<file path="src/rtl/vga_timing_recovery_pkg.sv">
// rtl/vga_timing_recovery_pkg.sv - shared recovery FSM states and default 640x480 timing constants
package vga_timing_recovery_pkg;

  typedef enum logic [1:0] {
    SEARCH = 2'd0,
    TRACK  = 2'd1,
    LOCKED = 2'd2
  } rec_state_t;

  localparam int VGA_WIDTH          = 800;
  localparam int VGA_HEIGHT         = 525;
  localparam int VGA_WIDTH_VISIBLE  = 640;
  localparam int VGA_HEIGHT_VISIBLE = 480;
  localparam int VGA_H_SYNC_START   = 656;
  localparam int VGA_V_SYNC_START   = 490;
  localparam int VGA_H_SYNC_WIDTH   = 96;
  localparam int VGA_V_SYNC_WIDTH   = 2;

endpackage

</file>
<file path="src/rtl/vga_timing_recovery_sync_edge_detect.sv">
// rtl/vga_timing_recovery_sync_edge_detect.sv - sync input register, polarity normalise, assertion edge
module sync_edge_detect #(
  parameter bit ACTIVE_LOW = 1'b1
) (
  input  logic i_clk,
  input  logic i_reset_n,
  input  logic i_sync,
  output logic o_edge
);

  logic r_sync;
  logic r_prev;

  // register the sync once (normalised so 1 = asserted) and keep its previous value
  always_ff @(posedge i_clk or negedge i_reset_n) begin
    if (!i_reset_n) begin
      r_sync <= 1'b0;
      r_prev <= 1'b0;
    end else begin
      r_sync <= i_sync ^ ACTIVE_LOW;
      r_prev <= r_sync;
    end
  end

  assign o_edge = r_sync & ~r_prev;

endmodule

</file>
<file path="src/rtl/vga_timing_recovery.sv">
// rtl/vga_timing_recovery.sv - recovers x/y position and lock from incoming syncs (optional VGA_TIMING_RECOVERY_MEASURE_EN)
module vga_timing_recovery
  import vga_timing_recovery_pkg::*;
#(
  parameter int WIDTH           = VGA_WIDTH,
  parameter int HEIGHT          = VGA_HEIGHT,
  parameter int WIDTH_VISIBLE   = VGA_WIDTH_VISIBLE,
  parameter int HEIGHT_VISIBLE  = VGA_HEIGHT_VISIBLE,
  parameter int H_SYNC_START    = VGA_H_SYNC_START,
  parameter int V_SYNC_START    = VGA_V_SYNC_START,
  parameter int LOCK_LINES      = 4,
  parameter int SYNC_ACTIVE_LOW = 1,
  parameter int BIT_DEPTH       = 11
) (
  input  logic                 i_clk,
  input  logic                 i_reset_n,
  input  logic                 i_hsync,
  input  logic                 i_vsync,
  output logic [BIT_DEPTH-1:0] o_x,
  output logic [BIT_DEPTH-1:0] o_y,
  output logic                 o_visible,
  output logic                 o_locked,
`ifdef VGA_TIMING_RECOVERY_MEASURE_EN
  output logic [BIT_DEPTH-1:0] o_line_len,
  output logic [BIT_DEPTH-1:0] o_frame_lines,
`endif
  output logic                 o_frame_start
);

  localparam int LCW = $clog2(LOCK_LINES + 1);
  localparam logic [LCW-1:0]       LOCK_CNT = LCW'(LOCK_LINES);
  localparam logic [LCW-1:0]       CNT_ONE  = LCW'(1);
  localparam logic [BIT_DEPTH-1:0] ONE      = BIT_DEPTH'(1);
  localparam logic [BIT_DEPTH-1:0] X_LAST   = BIT_DEPTH'(WIDTH - 1);
  localparam logic [BIT_DEPTH-1:0] Y_LAST   = BIT_DEPTH'(HEIGHT - 1);
  localparam logic [BIT_DEPTH-1:0] X_VIS    = BIT_DEPTH'(WIDTH_VISIBLE);
  localparam logic [BIT_DEPTH-1:0] Y_VIS    = BIT_DEPTH'(HEIGHT_VISIBLE);
  localparam logic [BIT_DEPTH-1:0] HS_X     = BIT_DEPTH'(H_SYNC_START);
  localparam logic [BIT_DEPTH-1:0] VS_Y     = BIT_DEPTH'(V_SYNC_START);
  localparam bit                   POL_LOW  = (SYNC_ACTIVE_LOW != 0);

  logic                 h_edge;
  logic                 v_edge;
  logic [BIT_DEPTH-1:0] r_x;
  logic [BIT_DEPTH-1:0] r_y;
  logic [BIT_DEPTH-1:0] nat_x;
  logic [BIT_DEPTH-1:0] nat_y;
  logic                 h_match;
  logic                 v_match;
  rec_state_t           r_state;
  logic [LCW-1:0]       r_count;
  logic                 r_v_seen;
  logic                 r_locked;

  sync_edge_detect #(.ACTIVE_LOW(POL_LOW)) u_hsync_edge (
    .i_clk     (i_clk),
    .i_reset_n (i_reset_n),
    .i_sync    (i_hsync),
    .o_edge    (h_edge)
  );

  sync_edge_detect #(.ACTIVE_LOW(POL_LOW)) u_vsync_edge (
    .i_clk     (i_clk),
    .i_reset_n (i_reset_n),
    .i_sync    (i_vsync),
    .o_edge    (v_edge)
  );

  // natural (free-running) next position, same stepping as the timing generator
  always_comb begin
    nat_x = r_x + ONE;
    nat_y = r_y;
    if (r_x == X_LAST) begin
      nat_x = '0;
      nat_y = (r_y == Y_LAST) ? '0 : r_y + ONE;
    end
  end

  assign h_match = h_edge && (nat_x == HS_X);
  assign v_match = v_edge && (nat_y == VS_Y);

  // position counters: free-run, but snap to the sync start on each sync edge
  always_ff @(posedge i_clk or negedge i_reset_n) begin
    if (!i_reset_n) begin
      r_x <= '0;
      r_y <= '0;
    end else begin
      r_x <= h_edge ? HS_X : nat_x;
      r_y <= v_edge ? VS_Y : nat_y;
    end
  end

  // lock FSM: find an hsync, count consistent lines plus one consistent vsync, then watch for breaks
  always_ff @(posedge i_clk or negedge i_reset_n) begin
    if (!i_reset_n) begin
      r_state  <= SEARCH;
      r_count  <= '0;
      r_v_seen <= 1'b0;
      r_locked <= 1'b0;
    end else begin
      case (r_state)
        SEARCH: begin
          r_locked <= 1'b0;
          if (h_edge) begin
            r_state  <= TRACK;
            r_count  <= '0;
            r_v_seen <= 1'b0;
          end
        end
        TRACK: begin
          if (h_edge) begin
            if (h_match) r_count <= (r_count == LOCK_CNT) ? r_count : r_count + CNT_ONE;
            else         r_count <= '0;
          end
          if (v_match) r_v_seen <= 1'b1;
          if (r_count == LOCK_CNT && r_v_seen) begin
            r_state  <= LOCKED;
            r_locked <= 1'b1;
          end
        end
        LOCKED: begin
          if ((h_edge && !h_match) || (v_edge && !v_match) || (!h_edge && nat_x == HS_X)) begin
            r_state  <= SEARCH;
            r_locked <= 1'b0;
          end
        end
        default: begin
          r_state  <= SEARCH;
          r_locked <= 1'b0;
        end
      endcase
    end
  end

  assign o_x           = r_x;
  assign o_y           = r_y;
  assign o_locked      = r_locked;
  assign o_visible     = r_locked && (r_x < X_VIS) && (r_y < Y_VIS);
  assign o_frame_start = r_locked && (r_x == '0) && (r_y == '0);

`ifdef VGA_TIMING_RECOVERY_MEASURE_EN
  localparam logic [BIT_DEPTH-1:0] CNT_MAX = '1;

  logic [BIT_DEPTH-1:0] r_line_cnt;
  logic [BIT_DEPTH-1:0] r_frame_cnt;
  logic [BIT_DEPTH-1:0] r_line_len;
  logic [BIT_DEPTH-1:0] r_frame_lines;

  // clocks between hsync edges and hsync edges between vsync edges, saturating
  always_ff @(posedge i_clk or negedge i_reset_n) begin
    if (!i_reset_n) begin
      r_line_cnt    <= '0;
      r_frame_cnt   <= '0;
      r_line_len    <= '0;
      r_frame_lines <= '0;
    end else begin
      if (h_edge) begin
        r_line_len <= r_line_cnt;
        r_line_cnt <= ONE;
      end else if (r_line_cnt != CNT_MAX) begin
        r_line_cnt <= r_line_cnt + ONE;
      end
      if (v_edge) begin
        r_frame_lines <= r_frame_cnt;
        r_frame_cnt   <= h_edge ? ONE : '0;
      end else if (h_edge && r_frame_cnt != CNT_MAX) begin
        r_frame_cnt <= r_frame_cnt + ONE;
      end
    end
  end

  assign o_line_len    = r_line_len;
  assign o_frame_lines = r_frame_lines;
`endif

endmodule

</file>
<file path="config.mk">
export PLATFORM = sky130hd
export DESIGN_NAME = vga_timing_recovery
export DESIGN_NICKNAME = d
export VERILOG_FILES = /design/src/rtl/vga_timing_recovery_pkg.sv /design/src/rtl/vga_timing_recovery_sync_edge_detect.sv /design/src/rtl/vga_timing_recovery.sv
export SDC_FILE = /design/constraint.sdc
export NUM_CORES = 1
export LEC_CHECK = 0
export ABC_AREA = 1
export BUFFER_PORTS_ARGS = -buffer_cell sky130_fd_sc_hd__buf_2
export CORE_MARGIN = 5
export CORE_UTILIZATION = 62
export DETAILED_ROUTE_END_ITERATION = 7
export PLACE_DENSITY = 0.93
export SYNTH_ARGS = -nofsm -noshare
export SYNTH_HDL_FRONTEND = slang
export SYNTH_SLANG_ARGS = --single-unit
</file>
<file path="constraint.sdc">
create_clock -name i_clk -period 6.55 [get_ports i_clk]
set_clock_uncertainty 0.2 [all_clocks]
set_input_delay 1.31 -clock i_clk [delete_from_list [all_inputs] [get_ports i_clk]]
set_output_delay 1.31 -clock i_clk [all_outputs]
set_load 0.03 [all_outputs]
</file>
==> metrics.yaml, run 1 <==
status: "complete, no violations"
drc: 0
ant_nets: 0
cts_buffers: 5
final_cells: 406
grt_antenna_before_repair: 0
drv_cap: 0
end_kind: "output port"
synth_cell_types: 26
cellPowerDensity_nw_per_um2: 199
cp.arrival_ns: 1.72
whs_ns: 0.185
synth_compound_gate_area_share: 0.0359
wl_per_cell_um: 12.9
crit_type: "reg -> out"
hold_buffers: 0
grt_start_max_net_pins: 34
vias_per_cell: 5.44
drt-total-wl_um: 5230
rrSetupSlack_ns: 3.74
gp_congestion: 0.976
synthTopCellsByCount: "nand2_1 (117), nor2_1 (47), inv_1 (45)"
yosysMostFrequentCell: "nand2_1"
synthSimpleGateAreaFrac: 0.435
synth_top_area_frac: 0.376
clkLatencyLatePin_ns: 0.35
synth_top_area_cell: "dfrtp_1"
core_sq_um: 3390
synth-seq-area-share: 0.376
synth_fa_ha_area_frac: 0.0398
place_inst: 398
nets: 370
ys_seq_elements: 33
path_max_fanout: 7
max_stage_delay_ns: 0.48
fmax_mhz: 310
cp_data_required_time_ns: 5.04
grt_usage: 0.228
dpl_cell_area_sq_um: 2360
holdCritStartpoint: "u_vsync_edge.r_sync$_DFF_PN0_"
r2r_start: "o_x[0]$_DFF_PN0_"
dp_hpwl_um: 3970
post_cts_buffers: 0
worstMarginPinSlew_ns: 0.821
synthCells: 329
tritoncts: "done"
ys_dominant_reg_cell: "dfrtp_1"
syn-num-nets: 340
ys_warn_count: 0
n_antenna_cell: 0
die_w_um: 69.5
cp_top_family: "simple AND/OR/NAND/NOR gates"
hp-class: "reg -> reg"
start_util: 0.649
htreeDepth: 2
synth_edf_count: 0
grt_overflow: 0
final.setup.tns_ns: 0
synthesis.area_sq_um: 2200
cts.clk_slew.worst_paths_ns: 0.11
cts.repair.resized: 0
root_buffer: "clkbuf_4"
synth_top_family_by_area: "simple AND/OR/NAND/NOR gates"
vias: 2207
relSlewSlack: 0.450
p_leak_nw: 1.32
final_area_sq_um: 2410
finalCritPeriodShare: 0.492
grt_pass1_vias: 1994
async_reset_ff_frac: 1.00
crit_chain: "nor2_1 > nand2_1 > nor4_1 > and3_1 > buf_2"
hold_viol: 0
pin_count: 29
die_area_sq_um: 4840
first_iter_violations: 175
synth_area_leaders: "dfrtp_1 (38%), nand2_1 (20%), nor2_1 (8.0%), inv_1 (7.7%), nand3_1 (6.8%)"
numPortBuffers: 28
cp-startpoint: "o_x[5]$_DFF_PN0_"
cts.path.max_buffers: 2
drv_slew: 0
fin_crit_ns: 3.23
synthXorXnorAreaFrac: 0.0199
rsz0062_at_grt: "false"
synthMuxAreaShare: 0
power.total_mw: 0.481
die_y_um: 69.5
drive_gt1_frac: 0.119
critPathBufInv: 1
grt_pass1_wl_um: 8930
finalSetupViolations: 0
area_growth_pct: 9.68
firstDrtPassIters: 5
avgSynthCellArea_sq_um: 6.68
crit_slowest_cell: "dfrtp_1"
clock-sinks: 33
placementRows: 21
peakVddDrop_v: 0.000139
cp-start-kind: "flop"
-- where the power goes --
group          switching [mW]  total (mW)  internal (mW)
sequential             0.0228       0.247          0.224
combinational          0.0866       0.123         0.0365
clock                  0.0698       0.111         0.0408
total                   0.179       0.481          0.302
-- sequential cells by signal (all words and copies together) (netlist names) --
name	count
u_vsync_edge.r_prev	1
u_hsync_edge.r_prev	1
u_vsync_edge.r_sync	1
u_hsync_edge.r_sync	1
r_count	3
o_y	11
r_v_seen	1
o_locked	1
o_x	11
r_state	2
-- per-layer routing --
layer | vias to the layer above | routed length [um] | GRT usage
li1 | 1094 | - | -
met1 | 998 | 2240 | 0.296
met2 | 103 | 2520 | 0.367
met3 | 12 | 374 | 0.0522
met4 | 0 | 97 | 0.0889
met5 | - | 0 | 0
-- path summary, 6_finish.rpt --
path / to / cells past startpoint
max: o_frame_start / 5
min: u_vsync_edge.r_prev$_DFF_PN0_ / 0
max reg2reg: o_locked$_DFFE_PN0P_ / 14
min reg2reg: u_vsync_edge.r_prev$_DFF_PN0_ / 0
max in group asynchronous: o_y[5]$_DFF_PN0_ / 1
min in group asynchronous: o_x[1]$_DFF_PN0_ / 1
-- logic make-up after synthesis --
group           after synthesis
compound gates               13
xor+xnor                      5
fa+ha+maj                     7
buf+inv                      50
flops                        33
simple gates                221
-- cell type report --
cell class                      instances  area (sq um)
Timing Repair Buffer                   28           140
Fill cell                             283           978
Tap cell                               46          57.6
Clock buffer                            6          41.3
Multi-Input combinational cell        246          1170
Sequential cell                        33           826
Inverter                               45           169
Clock inverter                          2          10.0
-- metrics by stage --
step | setup slack [ns] | utilization
after global placement | 3.74 | 0.696
after CTS | 3.33 | 0.711
after floorplan | 2.75 | -
after detailed placement | 3.72 | 0.696
after global routing | 3.22 | 0.711
final | 3.32 | 0.711
-- cells in the final DEF, fill, tap and decap left out --
cell type	count
nand2_1	117
nor2_1	47
inv_1	45
dfrtp_1	33
nand3_1	30
buf_2	28
nand4_1	8
ha_1	7
nor3_1	6
o21ai_0	6
clkbuf_4	5
a21oi_1	4
xor2_1	4
nor4_1	3
nor2_4	2
nand3_2	2
nand3b_1	2
clkinv_2	2
nand2_2	1
o21bai_1	1
xnor2_1	1
a2111oi_0	1
and3_1	1
nor2_2	1
nor3_4	1
o211ai_2	1
clkbuf_1	1
Power figures use the tool's default switching activity.
==> inputs of run 2 (changes only) <==
Settings changed: ABC_AREA 1 to 0, CORE_UTILIZATION 62 to 57, PLACE_DENSITY 0.93 to 0.87.
Clock period 6.55 ns to 3.04 ns, I/O delays scaled along.
==> metrics.yaml, run 2 <==
status: "complete, no violations"
crit_type: "reg -> reg"
top_layer_used: "met4"
cts_buffers: 5
synthTopCellsByCount: "dfrtp_1 (33), nor2_1 (27), nand2_1 (24)"
gp_congestion: 0.931
vias: 1895
layout_common_cells: "dfrtp_1 (33), buf_2 (28), nor2_1 (27), nand2_1 (24), nand3_1 (13)"
yosysMostFrequentCell: "dfrtp_1"
path_max_fanout: 10
cp_data_required_time_ns: 3.10
ys_dominant_reg_cell: "dfrtp_1"
grt_overflow: 0
whs_ns: 0.0849
clkLatencyLatePin_ns: 0.36
cts.path.max_buffers: 2
ys_warn_count: 0
wl_per_cell_um: 14.9
worstMarginPinSlew_ns: 0.706
hold_buffers: 0
dp_hpwl_um: 3300
ant_nets: 0
drive_gt1_frac: 0.174
post_cts_buffers: 0
final_area_sq_um: 2240
synth_area_leaders: "dfrtp_1 (40%), nor2_1 (4.9%), nand2_1 (4.4%), ha_1 (4.3%), nand3_1 (3.2%)"
synthesis.area_sq_um: 2050
numPortBuffers: 28
r2r_start: "o_x[0]$_DFF_PN0_"
synth_cell_types: 51
cts.clk_slew.worst_paths_ns: 0.12
hp-class: "in -> async"
grt_antenna_before_repair: 0
firstDrtPassIters: 6
hold_viol: 0
dpl_cell_area_sq_um: 2190
relSlewSlack: 0.529
dr_wl_met3_um: 358
synth_edf_count: 0
placementRows: 21
peakVddDrop_v: 0.000334
drt-total-wl_um: 4560
first_iter_violations: 232
synth_top_area_frac: 0.402
rrSetupSlack_ns: 0.29
fin_crit_ns: 2.75
end_kind: "flop"
vias_per_cell: 6.21
p_leak_nw: 0.997
grt_pass1_vias: 1659
htreeDepth: 2
core_sq_um: 3420
grt_usage: 0.194
synth_top_area_cell: "dfrtp_1"
ys_seq_elements: 33
final.setup.tns_ns: 0
rr_endpoint: "r_state[1]$_DFFE_PN0P_"
cts.repair.resized: 0
tritoncts: "done"
drv_cap: 0
n_antenna_cell: 0
met1_length_um: 2040
reg2regPathDepth: 9
drv_slew: 0
cellPowerDensity_nw_per_um2: 443
finalSetupViolations: 0
syn-num-nets: 247
grt_pass1_wl_um: 7710
rsz0062_at_grt: "false"
start_util: 0.601
die_y_um: 70.0
die_w_um: 70.0
met2_length_um: 2080
grt_start_max_net_pins: 34
area_growth_pct: 9.14
finalCritPeriodShare: 0.906
synth-seq-area-share: 0.402
drc: 0
cp-start-kind: "flop"
avgSynthCellArea_sq_um: 8.70
async_reset_ff_frac: 1.00
clock-sinks: 33
nets: 269
final_common_cell: "dfrtp_1"
fmax_mhz: 363
root_buffer: "clkbuf_4"
pin_count: 29
synthCells: 236
die_area_sq_um: 4900
cp.arrival_ns: 2.81
-- run 2: worst max path at each step --
stage	start	depth (start not counted)	slack, ns	end
2_1_floorplan	o_x[10]$_DFF_PN0_	2	0.35	o_visible
3_3_place_gp	o_x[0]$_DFF_PN0_	9	0.47	r_state[1]$_DFFE_PN0P_
3_5_place_dp	o_x[0]$_DFF_PN0_	9	0.33	r_state[1]$_DFFE_PN0P_
4_1_cts	o_x[0]$_DFF_PN0_	9	0.32	r_state[1]$_DFFE_PN0P_
5_1_grt	o_x[0]$_DFF_PN0_	9	0.09	r_state[1]$_DFFE_PN0P_
6_report	o_x[0]$_DFF_PN0_	9	0.29	r_state[1]$_DFFE_PN0P_
-- run 2: worst max-delay path: stages (launching register included) --
cell,delay (ns)
dfrtp_1,0.48
ha_1,0.36
and4_1,0.40
and3_1,0.28
buf_4,0.19
o21ai_0,0.09
a32oi_1,0.23
nor3b_2,0.09
a31oi_1,0.24
o32ai_2,0.11
-- run 2: per-layer routing --
layer / up-vias / global-route usage
li1: 892 / -
met1: 878 / 0.262
met2: 112 / 0.302
met3: 13 / 0.0516
met4: 0 / 0.0638
met5: - / 0
-- run 2: power by group --
| group | internal, mW | switching [mW] | total [mW] |
|---|---|---|---|
| sequential | 0.473 | 0.0613 | 0.534 |
| clock | 0.0870 | 0.162 | 0.249 |
| combinational | 0.0726 | 0.137 | 0.209 |
| total | 0.632 | 0.360 | 0.993 |
-- run 2: cell families (layout without fill, tap and decap cells) --
kind of cell,Yosys count,after routing,share of synthesized area
muxes,3,3,0.0152
and+or+nand+nor,106,106,0.269
buffers and inverters,26,49,0.0573
adders and majority gates,7,7,0.0427
xor gates and xnor gates,11,11,0.0469
AOI/OAI and AO/OA,50,50,0.167
DFF,33,33,0.402
-- run 2: cell type report --
class                   instances  area, sq um
fillers                       277         1170
multi-input cells             177         1110
flip-flops and latches         33          826
repair buffers                 29          148
well taps                      46         57.6
inverters                      12         45.0
clock buffers                   5         37.5
clock inverters                 3         17.5
-- run 2: metrics by stage --
| step | setup WS (ns) | util | cells | total power [mW] |
|---|---|---|---|---|
| 2_1_floorplan | 0.352 | - | 236 | 0.693 |
| 3_3_place_gp | 0.467 | 0.640 | 297 | 0.739 |
| 3_5_place_dp | 0.328 | 0.640 | 297 | 0.751 |
| 4_1_cts | 0.323 | 0.656 | 305 | 1.00 |
| 5_1_grt | 0.0877 | 0.656 | 305 | 1.05 |
| 6_report | 0.285 | 0.656 | 305 | 0.993 |
